### src/rtl/exe_stage_pkg.sv
// exe_stage_pkg: shared op encodings, bundle widths and divider states for the EXE stage
package exe_stage_pkg;
  localparam int DIV_CYCLES = 32;
  localparam int RF_W = 6;
  localparam int MEM_W = 8;
  localparam int CSR_W = 79;
  localparam int EXC_W = 6;
  localparam int ALU_ADD = 0;
  localparam int ALU_SUB = 1;
  localparam int ALU_SLT = 2;
  localparam int ALU_SLTU = 3;
  localparam int ALU_AND = 4;
  localparam int ALU_NOR = 5;
  localparam int ALU_OR = 6;
  localparam int ALU_XOR = 7;
  localparam int ALU_SLL = 8;
  localparam int ALU_SRL = 9;
  localparam int ALU_SRA = 10;
  localparam int ALU_LUI = 11;
  localparam int MUL_W = 0;
  localparam int MULH_W = 1;
  localparam int MULH_WU = 2;
  localparam int DIV_W = 0;
  localparam int MOD_W = 1;
  localparam int DIV_WU = 2;
  localparam int MOD_WU = 3;
  localparam int MEM_ST_W = 0;
  localparam int MEM_ST_H = 1;
  localparam int MEM_ST_B = 2;
  localparam int MEM_LD_SE = 3;
  localparam int MEM_LD_W = 4;
  localparam int MEM_LD_H = 5;
  localparam int MEM_LD_B = 6;
  localparam int MEM_WE = 7;
  typedef enum logic [1:0] {DIV_IDLE, DIV_BUSY, DIV_DONE} div_state_t;
endpackage

### src/rtl/alu.sv
// alu: single-cycle integer ALU driven by a one-hot 12-bit op
module alu
  import exe_stage_pkg::*;
(
  input  logic [11:0] alu_op,
  input  logic [31:0] alu_src1,
  input  logic [31:0] alu_src2,
  output logic [31:0] alu_result
);
  logic        sub_like;
  logic [31:0] b_in;
  logic [32:0] adder;
  logic        slt;
  logic        sltu;
  logic [31:0] sra_res;
  assign sub_like = alu_op[ALU_SUB] | alu_op[ALU_SLT] | alu_op[ALU_SLTU];
  assign b_in = sub_like ? ~alu_src2 : alu_src2;
  assign adder = {1'b0, alu_src1} + {1'b0, b_in} + {32'b0, sub_like};
  assign slt = (alu_src1[31] & ~alu_src2[31]) | (~(alu_src1[31] ^ alu_src2[31]) & adder[31]);
  assign sltu = ~adder[32];
  assign sra_res = $signed(alu_src1) >>> alu_src2[4:0];
  assign alu_result = ({32{alu_op[ALU_ADD] | alu_op[ALU_SUB]}} & adder[31:0])
                    | ({32{alu_op[ALU_SLT]}} & {31'b0, slt})
                    | ({32{alu_op[ALU_SLTU]}} & {31'b0, sltu})
                    | ({32{alu_op[ALU_AND]}} & (alu_src1 & alu_src2))
                    | ({32{alu_op[ALU_NOR]}} & ~(alu_src1 | alu_src2))
                    | ({32{alu_op[ALU_OR]}} & (alu_src1 | alu_src2))
                    | ({32{alu_op[ALU_XOR]}} & (alu_src1 ^ alu_src2))
                    | ({32{alu_op[ALU_SLL]}} & (alu_src1 << alu_src2[4:0]))
                    | ({32{alu_op[ALU_SRL]}} & (alu_src1 >> alu_src2[4:0]))
                    | ({32{alu_op[ALU_SRA]}} & sra_res)
                    | ({32{alu_op[ALU_LUI]}} & alu_src2);
endmodule

### src/rtl/exe_stage_div_iter.sv
// div_iter: restoring radix-2 divider, one quotient bit per cycle, sign fixed up on output
module div_iter
  import exe_stage_pkg::*;
(
  input  logic        clk,
  input  logic        resetn,
  input  logic        start,
  input  logic        cancel,
  input  logic        sign,
  input  logic [31:0] a,
  input  logic [31:0] b,
  input  logic        ack,
  output logic        busy,
  output logic        done,
  output logic [31:0] quo,
  output logic [31:0] rem
);
  div_state_t  state;
  logic [4:0]  cnt;
  logic [31:0] q;
  logic [31:0] r;
  logic [31:0] d;
  logic        neg_q;
  logic        neg_r;
  logic [31:0] abs_a;
  logic [31:0] abs_b;
  logic [32:0] r_sh;
  logic        fits;
  assign abs_a = (sign & a[31]) ? -a : a;
  assign abs_b = (sign & b[31]) ? -b : b;
  assign r_sh = {r, q[31]};
  assign fits = r_sh >= {1'b0, d};
  assign busy = state == DIV_BUSY;
  assign done = state == DIV_DONE;
  assign quo = neg_q ? -q : q;
  assign rem = neg_r ? -r : r;
  // state machine plus shift/subtract datapath; a zero divisor keeps the quotient all ones
  always_ff @(posedge clk) begin
    if (!resetn) begin
      state <= DIV_IDLE;
      cnt <= 5'd0;
      q <= 32'd0;
      r <= 32'd0;
      d <= 32'd0;
      neg_q <= 1'b0;
      neg_r <= 1'b0;
    end else if (cancel) begin
      state <= DIV_IDLE;
    end else begin
      case (state)
        DIV_IDLE: if (start) begin
          state <= DIV_BUSY;
          cnt <= 5'd0;
          q <= abs_a;
          r <= 32'd0;
          d <= abs_b;
          neg_q <= sign & (a[31] ^ b[31]) & (|b);
          neg_r <= sign & a[31];
        end
        DIV_BUSY: begin
          q <= {q[30:0], fits};
          r <= fits ? r_sh[31:0] - d : r_sh[31:0];
          cnt <= cnt + 5'd1;
          state <= (cnt == 5'(DIV_CYCLES - 1)) ? DIV_DONE : DIV_BUSY;
        end
        DIV_DONE: state <= ack ? DIV_IDLE : DIV_DONE;
        default: state <= DIV_IDLE;
      endcase
    end
  end
endmodule

### src/rtl/exe_stage.sv
// exe_stage: execute stage; ALU, multiply and iterative divide feeding the memory stage
module exe_stage
  import exe_stage_pkg::*;
(
  input  logic              clk,
  input  logic              resetn,
  input  logic              id_to_exe_valid,
  output logic              exe_allowin,
  input  logic [31:0]       id_pc,
  input  logic [11:0]       id_alu_op,
  input  logic [2:0]        id_mul_op,
  input  logic [3:0]        id_div_op,
  input  logic [31:0]       id_src1,
  input  logic [31:0]       id_src2,
  input  logic [31:0]       id_rkd_value,
  input  logic [RF_W-1:0]   id_rf_all,
  input  logic              id_res_from_mem,
  input  logic [MEM_W-1:0]  id_mem_all,
  input  logic [CSR_W-1:0]  id_csr_rf,
  input  logic [EXC_W-1:0]  id_exc_rf,
  input  logic              mem_allowin,
  input  logic              cancel_exc_ertn,
  output logic              exe_to_mem_valid,
  output logic [31:0]       exe_pc,
  output logic [31:0]       exe_result,
  output logic              exe_res_from_mem,
  output logic [MEM_W-1:0]  exe_mem_all,
  output logic [31:0]       exe_rkd_value,
  output logic [RF_W-1:0]   exe_rf_all,
  output logic [CSR_W-1:0]  exe_csr_rf,
  output logic [EXC_W-1:0]  exe_exc_rf,
  output logic [38:0]       exe_fwd
);
  logic        exe_valid;
  logic        exe_ready_go;
  logic [11:0] alu_op;
  logic [2:0]  mul_op;
  logic [3:0]  div_op;
  logic [31:0] src1;
  logic [31:0] src2;
  logic [RF_W-1:0] rf_all;
  logic [31:0] alu_result;
  logic [63:0] ma;
  logic [63:0] mb;
  logic [63:0] prod;
  logic        msign;
  logic        is_mul;
  logic        is_div;
  logic        is_mod;
  logic        div_sign;
  logic        div_start;
  logic        div_busy;
  logic        div_done;
  logic        div_busy_fwd;
  logic [31:0] quo;
  logic [31:0] rem;
  assign is_mul = |mul_op;
  assign is_div = |div_op;
  assign is_mod = div_op[MOD_W] | div_op[MOD_WU];
  assign div_sign = div_op[DIV_W] | div_op[MOD_W];
  assign exe_ready_go = ~is_div | div_done;
  assign exe_allowin = ~exe_valid | (exe_ready_go & mem_allowin) | cancel_exc_ertn;
  assign exe_to_mem_valid = exe_valid & exe_ready_go;
  assign div_start = exe_valid & is_div & ~div_busy & ~div_done & ~cancel_exc_ertn;
  assign msign = ~mul_op[MULH_WU];
  assign ma = {{32{msign & src1[31]}}, src1};
  assign mb = {{32{msign & src2[31]}}, src2};
  assign prod = ma * mb;
  assign exe_result = is_div ? (is_mod ? rem : quo)
                    : is_mul ? (mul_op[MUL_W] ? prod[31:0] : prod[63:32])
                    : alu_result;
  assign exe_rf_all = {rf_all[5] & exe_valid, rf_all[4:0]};
  assign div_busy_fwd = is_div & ~div_done;
  assign exe_fwd = {exe_valid & rf_all[5], rf_all[4:0], exe_res_from_mem | div_busy_fwd, exe_result};
  // stage valid bit; a WB flush empties the stage
  always_ff @(posedge clk) begin
    if (!resetn) exe_valid <= 1'b0;
    else exe_valid <= cancel_exc_ertn ? 1'b0 : (exe_allowin ? id_to_exe_valid : exe_valid);
  end
  // latch the ID bundle whenever a new instruction is accepted
  always_ff @(posedge clk) begin
    if (!resetn) begin
      rf_all <= '0;
      exe_exc_rf <= '0;
    end else if (id_to_exe_valid & exe_allowin) begin
      exe_pc <= id_pc;
      alu_op <= id_alu_op;
      mul_op <= id_mul_op;
      div_op <= id_div_op;
      src1 <= id_src1;
      src2 <= id_src2;
      exe_rkd_value <= id_rkd_value;
      rf_all <= id_rf_all;
      exe_res_from_mem <= id_res_from_mem;
      exe_mem_all <= id_mem_all;
      exe_csr_rf <= id_csr_rf;
      exe_exc_rf <= id_exc_rf;
    end
  end
  alu u_alu (
    .alu_op(alu_op),
    .alu_src1(src1),
    .alu_src2(src2),
    .alu_result(alu_result)
  );
  div_iter u_div (
    .clk(clk),
    .resetn(resetn),
    .start(div_start),
    .cancel(cancel_exc_ertn),
    .sign(div_sign),
    .a(src1),
    .b(src2),
    .ack(exe_to_mem_valid & mem_allowin),
    .busy(div_busy),
    .done(div_done),
    .quo(quo),
    .rem(rem)
  );
endmodule

### config.mk
export PLATFORM = sky130hd
export DESIGN_NAME = exe_stage
export DESIGN_NICKNAME = d
export VERILOG_FILES = /design/src/rtl/exe_stage_pkg.sv /design/src/rtl/alu.sv /design/src/rtl/exe_stage_div_iter.sv /design/src/rtl/exe_stage.sv
export SDC_FILE = /design/constraint.sdc
export NUM_CORES = 2
export LEC_CHECK = 0
export ABC_AREA = 1
export BUFFER_PORTS_ARGS = -buffer_cell sky130_fd_sc_hd__buf_2
export CAP_MARGIN = 20
export CORE_MARGIN = 4
export CORE_UTILIZATION = 30
export CTS_CLUSTER_DIAMETER = 30
export DETAILED_ROUTE_END_ITERATION = 16
export GPL_ROUTABILITY_DRIVEN = 0
export GPL_TIMING_DRIVEN = 0
export SYNTH_ARGS = -nofsm -noshare
export SYNTH_HDL_FRONTEND = slang
export SYNTH_HIERARCHICAL = 1
export SYNTH_SLANG_ARGS = --single-unit
### constraint.sdc
create_clock -name clk -period 15.1 [get_ports clk]
set_clock_uncertainty 0.1 [all_clocks]
set_input_delay 0.755 -clock clk [delete_from_list [all_inputs] [get_ports clk]]
set_output_delay 0.755 -clock clk [all_outputs]
set_load 0.05 [all_outputs]
==> impl_table.tex <==
\begin{tabular}{lr}
\hline
Metric & Value \\
\hline
\multicolumn{2}{l}{\textbf{Floorplanning}} \\
\quad Die W & 484 um \\
\quad Initial core utilization & 0.302 \\
\quad Core area & 225000 um2 \\
\quad FP Rows & 174 \\
\quad I/O pin count & 489 \\
\quad Die ar. & 234000 um2 \\
\quad Vertical extent of the die & 484 um \\
\multicolumn{2}{l}{\textbf{Synth}} \\
\quad Number of flops mapped to enable cells by yosys & 235 \\
\quad Xor and xnor fraction of the mapped netlist area & 0.0151 \\
\quad Share of synthesized cell area in and, or, nand and nor gates & 0.223 \\
\quad Predominant post-synthesis flop cell & edfxtp\_1 \\
\quad Post-synthesis register bit count & 353 \\
\quad Fraction of the mapped netlist area in compound gates & 0.0753 \\
\quad Synthesized netlist net count & 10900 \\
\quad Synthesized-area fraction occupied by adder cells & 0.396 \\
\quad Yosys synthesis warning count & 6 \\
\quad Largest family of logic cells by synthesized area & adder cells \\
\quad Share of cell area taken by muxes after synthesis & 0.00191 \\
\quad Number of library cell types mapped by synthesis & 60 \\
\quad Cell count after synthesis & 9218 \\
\quad Total standard cell area after synthesis & 68000 um2 \\
\quad Async set-reset flop share out of synthesis & 0 \\
\quad Average cell area after synthesis & 7.37 um2 \\
\quad Sequential share of the synthesized area & 0.139 \\
\multicolumn{2}{l}{\textbf{Cells and area}} \\
\quad Count of non-filler cells in the finished layout & 12900 \\
\quad Most common cell after layout, fill and taps aside & nand2\_1 \\
\quad Layout cell share with drive strength beyond 1 & 0.0898 \\
\quad Commonest cells after routing, fill and taps aside & nand2\_1 (2595), inv\_1 (2166), fa\_1 (1127) \\
\quad Layout overhead on the synthesized area & 14.2\% \\
\quad Nets@finish & 11500 \\
\multicolumn{2}{l}{\textbf{CTS}} \\
\quad Clock Latency Late Sink & 0.67 ns \\
\quad Post-CTS setup buffer count & 0 \\
\quad Post-cts sizing count & 0 \\
\quad Clock-pin slew on the worst setup and hold paths & 0.05 ns \\
\quad Num Clock Sinks & 353 \\
\quad Level count of the clock H-tree & 3 \\
\quad Root buffer cell & clkbuf\_16 \\
\quad Number of buffers added by the clock tree synthesis step & 73 \\
\quad CTS Hold Buffers Added & 0 \\
\quad Clock tree from TritonCTS & done \\
\quad Clock tree buffer depth & 3 \\
\multicolumn{2}{l}{\textbf{Placed design}} \\
\quad Detailed Place HPWL & 269 mm \\
\quad Pre-CTS setup slack & 3.24 ns \\
\quad Placed Cells & 12700 \\
\quad Number of buffers inserted by port buffering & 488 \\
\multicolumn{2}{l}{\textbf{Drt}} \\
\quad Via density & 5.13 \\
\quad Number of nets with antenna violations after detailed routing & 0 \\
\quad DR WL/cell & 25.1 um \\
\quad DRC Markers & 0 \\
\quad Detailed Route WL & 323 mm \\
\quad Total via count in the routed design & 66200 \\
\quad Number of design-rule violations left by the first detailed-router iteration & 8987 \\
\quad First-pass iteration count of the detailed router & 11 \\
\multicolumn{2}{l}{\textbf{Worst hold path}} \\
\quad Endpoint of the worst hold path & src2[10] \\
\quad Worst min-delay path startpoint & id\_src2[10] \\
\quad Class of the most critical hold timing path & primary input to flip-flop \\
\quad Worst hold path stage count & 1 \\
\multicolumn{2}{l}{\textbf{Setup path}} \\
\quad Worst Reg2Reg Path Length in Cells & 14 \\
\quad Max Fanout on Critical Path & 13 \\
\quad Most Frequent Cell on Critical Path & fa\_1 \\
\quad Worst endpoint required time & 14.24 ns \\
\quad Startpoint Class & flip-flop \\
\quad Arrival time reported for the critical path endpoint & 11.77 ns \\
\quad Critical register-to-register path endpoint & src1[8] \\
\quad Start of the worst register-to-register path & div\_op[1] \\
\quad Critical Path Sink Type & output pin \\
\quad Slowest CP cell & edfxtp\_1 \\
\quad Worst reg2reg setup slack & 10.93 ns \\
\quad Critical Path Max Stage Delay & 0.97 ns \\
\quad Class of the most critical setup path & flip-flop to output pin \\
\multicolumn{2}{l}{\textbf{Timing}} \\
\quad RSZ-0062 raised after global routing & false \\
\quad Clock period minus worst slack & 12.63 ns \\
\quad Pins Over Slew Limit & 0 \\
\quad Final cycle utilization of the critical path & 0.836 \\
\quad Slew at the pin closest to its max-slew limit & 1.28 ns \\
\quad Minimum setup slack in the final design & 2.47 ns \\
\quad Worst hold slack & 0.157 ns \\
\quad Achievable frequency & 79.2 MHz \\
\quad Relative slew margins & 0.146 \\
\quad Setup tns final & 0 ns \\
\quad Endpoints failing setup & 0 \\
\quad Final hold violation count & 0 \\
\multicolumn{2}{l}{\textbf{Flow run}} \\
\quad Count of max-cap constraint violations & 0 \\
\multicolumn{2}{l}{\textbf{GRT}} \\
\quad Pin count of the biggest net entering global routing & 35 \\
\quad Vias in the first global route & 65100 \\
\quad Wire length of the first global-routing pass & 458 mm \\
\quad Overflow left after global routing & 0 \\
\quad Global-route total usage across every layer & 0.271 \\
\quad Number of antenna violations at the first check in global routing & 83 \\
\multicolumn{2}{l}{\textbf{Outcome}} \\
\quad Status & complete, no violations \\
\hline
\end{tabular}
[synthesized netlist by cell type, types with 35 or more instances]
master	number	area, um2
nand2_1	2595	9740
inv_1	2166	8130
fa_1	1127	22600
nor2_1	524	1970
ha_1	347	4340
nand3_1	331	1660
clkbuf_1	326	1220
a21oi_1	321	1610
o21ai_0	317	1590
edfxtp_1	235	7060
dfxtp_1	118	2360
xor2_1	93	815
o21ai_1	85	425
nand4_1	55	344
nor3_1	52	260
buf_4	51	383
buf_2	35	175
o211ai_1	35	263
[how the worst max path moves through the flow]
stage	start	endpoint	slack, ns	cells after the start
CTS	src1[31]	exe_result[26]	2.52	33
floorplan	div_op[1]	alu_op[0]	2.92	10
global placement	div_op[1]	src2[2]	-2.41	10
finish	src1[31]	exe_result[24]	2.47	33
global route	src1[31]	exe_result[24]	2.07	33
detailed placement	src1[31]	exe_result[26]	3.24	33
[final cells by class]
cell class | instances | area (um2)
Antenna cell | 43 | 108
Clock inverter | 48 | 601
Multi-Input combinational cell | 6240 | 48400
Clock buffer | 84 | 1950
Fill cell | 24500 | 148000
Buffer | 441 | 1990
Sequential cell | 353 | 9420
Timing Repair Buffer | 521 | 3210
Inverter | 2184 | 8200
Tap cell | 2992 | 3740
[worst max-delay path, delay by kind of cell, from the launching register on]
kind	cells	cell delay [ns]
DFF	1	0.97
and+or+nand+nor	13	2.28
buffers and inverters	11	2.70
adders and majority gates	9	5.13
[registers in the layout (all words and copies together), names as in the netlist, 5 cells and up]
| register | cells |
|---|---|
| src2 | 32 |
| u_div/q | 32 |
| u_div/cnt | 5 |
| src1 | 32 |
| alu_op | 12 |
| exe_pc | 32 |
| u_div/r | 32 |
| exe_rkd_value | 32 |
| u_div/d | 32 |
| exe_csr_rf | 79 |
| rf_all | 6 |
| exe_mem_all | 8 |
| exe_exc_rf | 6 |
[kinds of logic after synthesis]
logic type               Yosys count
AO/OA/AOI/OAI                    913
XOR/XNOR                         117
adder cells (fa/ha/maj)         1474
buffers and inverters           2625
multiplexers                      13
flip-flops                       353
AND/OR/NAND/NOR                 3723
[stage by stage]
| stage | utilization | area (um2) |
|---|---|---|
| after detailed placement | 0.332 | 74800 |
| after floorplan | - | 68000 |
| after CTS | 0.344 | 77400 |
| after global placement | 0.329 | 74100 |
| final | 0.345 | 77600 |
| after global routing | 0.344 | 77500 |
[routing by layer]
layer | part of all wire | GRT usage | vias to the layer above
li1 | - | - | 28700
met1 | 0.35 | 0.312 | 31600
met2 | 0.42 | 0.402 | 4539
met3 | 0.14 | 0.104 | 1265
met4 | 0.10 | 0.220 | 24
met5 | 0.00052 | 0 | -
Power is not shown: default switching activity piles up to over one toggle a cycle in this logic, so the estimate is an artifact.
